--- src/rtl/param_limit_counter.sv ---
`default_nettype none
// ============================================================================
// Module  : param_limit_counter
// Brief   : Multi-channel wrap-around counter with a runtime-writable
//           per-channel limit, a wrap pulse and a saturating wrap counter.
// Revision: 1.0 - initial release
// ============================================================================
module param_limit_counter #(
    parameter int           CH    = 1,
    parameter int           W     = 5,
    parameter logic [W-1:0] LIMIT = '1
) (
    input  logic              clk,
    input  logic              rst_n,
    input  logic [CH-1:0]     en,
    input  logic [CH-1:0]     clr,
    input  logic              lim_we,
    input  logic [2:0]        lim_ch,
    input  logic [31:0]       lim_wdata,
    output logic [CH*32-1:0]  cnt,
    output logic [CH*32-1:0]  lim,
    output logic [CH-1:0]     wrap,
    output logic [CH*8-1:0]   wrap_cnt
);

    localparam logic [W-1:0] c_one      = W'(1);
    localparam logic [7:0]   c_wrap_max = 8'hFF;

    for (genvar c = 0; c < CH; c++) begin : g_ch
        logic [W-1:0] r_cnt;
        logic [W-1:0] r_lim;
        logic         r_wrap;
        logic [7:0]   r_wrap_cnt;
        logic         w_lim_sel;

        // Channel indices >= CH never match, so out-of-range writes are dropped.
        assign w_lim_sel = lim_we && (lim_ch == 3'(c));

        always_ff @(posedge clk or negedge rst_n) begin
            if (!rst_n) begin
                r_cnt      <= '0;
                r_lim      <= LIMIT;
                r_wrap     <= 1'b0;
                r_wrap_cnt <= '0;
            end else begin
                if (w_lim_sel) begin
                    r_lim <= lim_wdata[W-1:0];
                end
                // Terminal test uses >= so a limit lowered under cnt wraps at once.
                if (clr[c]) begin
                    r_cnt      <= '0;
                    r_wrap     <= 1'b0;
                    r_wrap_cnt <= '0;
                end else if (en[c] && (r_cnt >= r_lim)) begin
                    r_cnt  <= '0;
                    r_wrap <= 1'b1;
                    if (r_wrap_cnt != c_wrap_max) begin
                        r_wrap_cnt <= r_wrap_cnt + 8'd1;
                    end
                end else if (en[c]) begin
                    r_cnt  <= r_cnt + c_one;
                    r_wrap <= 1'b0;
                end else begin
                    r_wrap <= 1'b0;
                end
            end
        end

        assign cnt[32*c +: 32]     = 32'(r_cnt);
        assign lim[32*c +: 32]     = 32'(r_lim);
        assign wrap[c]             = r_wrap;
        assign wrap_cnt[8*c +: 8]  = r_wrap_cnt;
    end

    if (W < 32) begin : g_unused_hi
        logic w_unused_hi;
        assign w_unused_hi = ^lim_wdata[31:W];
    end

endmodule
`default_nettype wire
--- config.mk ---
export PLATFORM = sky130hd
export DESIGN_NAME = param_limit_counter
export DESIGN_NICKNAME = d
export VERILOG_FILES = /design/src/rtl/param_limit_counter.sv
export SDC_FILE = /design/constraint.sdc
export NUM_CORES = 1
export LEC_CHECK = 0
export CAP_MARGIN = 15
export CORE_UTILIZATION = 30
export DETAILED_ROUTE_END_ITERATION = 16
export HOLD_SLACK_MARGIN = 0.05
export PLACE_DENSITY = 0.76
export SETUP_SLACK_MARGIN = 0.4
export SLEW_MARGIN = 20
export SYNTH_ARGS = -nofsm -noshare
export SYNTH_HDL_FRONTEND = slang
export SYNTH_SLANG_ARGS = --single-unit
--- constraint.sdc ---
create_clock -name clk -period 1.77 [get_ports clk]
set_input_delay 0.354 -clock clk [delete_from_list [all_inputs] [get_ports clk]]
set_output_delay 0.354 -clock clk [all_outputs]
set_load 0.01 [all_outputs]
==> summary.md <==
| Metric | Value |
|---|---|
| Required time worst endpoint | between 1.5 and 2 ns |
| Clk_lat worst skew | around 0.26 ns |
| Leading post-synthesis cells by cell area | buf_4 (28%), dfrtp_1 (24%), dfstp_2 (9.0%) |
| Crit. End Element | flop |
| DR vias | roughly 1200 |
| Post-synth cell types | 35 |
| Total track usage | 0.126 |
| Primary FF master, synth | dfrtp_1 |
| Via density | approximately 4.3 |
| Antenna violations before repair | 0 |
| Initial Utilization | 0.312 |
| Met3 Routed Length | 230 µm |
| Commonest non-fill, non-tap cell in the layout | conb_1 |
| Area grow syn2layout | 40.8% |
| Core area | approximately 4700 µm² |
| Total CTS buffers | 3 |
| Max_cap viols | 0 |
| M1 WL | ~1300 µm |
| CTS tree | built |
| Failing checks | negative setup slack |
| Max IR drop VDD | 0.252 mV |
| Fin util | 0.439 |
| Antenna Cells | 0 |
| Yosys top cell area share | 0.277 |
| Die H | 71.8 µm |
| Number of synthesized flops with an enable pin | 0 |
| Slew Limit Fails | 0 |
| Routed wire length per instance | about 12 µm |
| Post-synth ARST share | 1.00 |
| Synthesized instance count | between 150 and 200 |
| First-pass GRT wire length | 5050 µm |
| Largest net degree at the start of global routing | 14 |
| Vias in the first global route | 1081 |
| Dpl hpwl | approximately 2300 µm |
| Nets | around 280 |
| Post-Syn Area | around 1500 µm² |
| Row cnt | 25 |
| Worst Skew | about 0.0035 ns |
| Dpl ws | -0.113 ns |
| R2R cell count | 7 |
| Outcome | finished, violations left |
| Placed cell areas | between 1500 and 2000 µm² |
| RR Startpoint | g_ch[0].r_lim[2] |
| Mean Syn Cell Area | about 9 µm² |
| Most frequent cells in the layout | conb_1 (54), buf_4 (22), dfrtp_1 (14), buf_6 (14), nand2_1 (12) |
| Pwr Density | between 600 and 700 nW/µm² |
| Clock Sinks | 19 |
| Post-route cell area | 2060 µm² |
| GPL Wtd Cong | 0.802 |
| Yosys warns | 0 |
| Share of cells above drive strength 1 | 0.396 |
| Tmin final | around 1.9 ns |
| Max layer used | met4 |
| Final setup viols | 6 |
| WL met2 | between 1500 and 2000 µm |
| Drt total wl | between 3000 and 4000 µm |
| Critical path peak fanout | 8 |
| Clk buf depth | 2 |
| Top cell type by total area after synthesis | buf_4 |
| Routed Antenna Nets | 0 |
| Sequential share of the synthesized area | 0.329 |
| Register bit count reported by yosys | 19 |
| Port Buf Inserts | 31 |
| Worst-path clk slew | approximately 0.08 ns |
| Critical Path AT | approximately 2.1 ns |
| Period utilisation layout | 1.07 |
| Critical Path Source Type | flop |
| WS Path Type | reg2reg |
| Fmax achieved | ~0.53 GHz |
| R2R Setup Slk | -0.12 ns |
| Hold Slack | roughly 0.35 ns |
| Leak | just over 1 nW |
| TNS Setup | -0.385 ns |
| Drt drc | 0 |
| Final WS setup | -0.121 ns |
| Remaining Overflow, GRT | 0 |
| Final hold vios | 0 |
| Unrepaired setup endpoints after global routing | true |
| # IOs | between 100 and 150 |
| H-Tree Depth | 1 |
| Worst reg2reg endpoint | wrap_cnt[7] |
| Min-Delay Path Class | in2async |
| Die Area | around 5200 µm² |
| 1st-iter DRT viols | 29 |
| First-pass iteration count of the detailed router | 4 |
| Die width | between 70 and 80 µm |
| Clk root buf | clkbuf_8 |
worst max-delay path by stage:
stage	start	endpoint	slack, ns
6_report	g_ch[0].r_lim[2]	wrap_cnt[7]	-0.12
5_1_grt	g_ch[0].r_lim[2]	wrap_cnt[5]	-0.20
4_1_cts	g_ch[0].r_lim[2]	wrap_cnt[7]	-0.08
3_5_place_dp	g_ch[0].r_lim[2]	wrap_cnt[7]	-0.11
3_3_place_gp	g_ch[0].r_lim[2]	wrap_cnt[5]	-0.08
2_1_floorplan	g_ch[0].r_lim[2]	wrap_cnt[4]	-0.04
report_power, final:
part	switching [mW]	internal [mW]	leakage [nW]
sequential	0.0256	0.487	0.246
combinational	0.239	0.216	0.762
clock	0.160	0.157	0.0255
repair_timing:
| item | CTS | global route |
|---|---|---|
| gates resized for setup | 70 | 19 |
| setup buffers | 10 | 4 |
| setup endpoints to repair | 33 | 25 |
| hold buffers | 0 | 0 |
| pin swaps | 2 | 9 |
| endpoints found under the hold margin | 0 | 0 |
critical path: stages (launching register included):
cell	delay (ns)
dfstp_2	0.54
inv_2	0.05
ha_4	0.28
nand2_2	0.06
o21ai_4	0.16
a22oi_2	0.15
or4_4	0.44
a21oi_2	0.14
cell families after synthesis:
family,after synthesis,synth area share
other,1,0.00256
buffers and inverters,61,0.295
xor gates and xnor gates,2,0.0120
muxes,3,0.0222
adders and majority gates,7,0.0599
DFF,19,0.329
AOI/OAI and AO/OA,26,0.106
and+or+nand+nor,43,0.173
metal layers:
layer	GRT usage	up-vias
met1	0.146	568
met4	0.0196	0
met5	0	-
met3	0.0352	2
met2	0.233	61
li1	-	572
cell usage after synthesis, types with 2 or more instances:
library cell  count
buf_4            54
dfrtp_1          14
nand2_1          13
o21ai_0          12
a21oi_1           7
ha_1              7
inv_1             6
and3_1            5
dfstp_2           5
nor2_1            5
nand3_1           3
mux2_2            2
nand2b_1          2
nand4b_1          2
nor2b_1           2
o31ai_1           2
or4_1             2
xor2_1            2
registers in the layout, indices dropped and copies added, names as in the netlist:
| register | cells |
|---|---|
| wrap | 1 |
| wrap_cnt | 8 |
| g_ch.r_cnt | 5 |
| g_ch.r_lim | 5 |
through the flow:
stage | cells | power [mW]
after floorplan | 215 | 0.833
after global placement | 263 | 0.913
after detailed placement | 263 | 0.926
after CTS | 277 | 1.28
after global routing | 281 | 1.37
final | 281 | 1.28
final cells by class:
| type | count | area (µm²) |
|---|---|---|
| fillers | 475 | 2630 |
| multi-input cells | 135 | 902 |
| repair buffers | 63 | 539 |
| flip-flops and latches | 19 | 482 |
| well taps | 54 | 67.6 |
| clock buffers | 3 | 41.3 |
| inverters | 6 | 22.5 |
| clock inverters | 1 | 5.00 |
No activity file was read; power rests on OpenSTA's default activity.
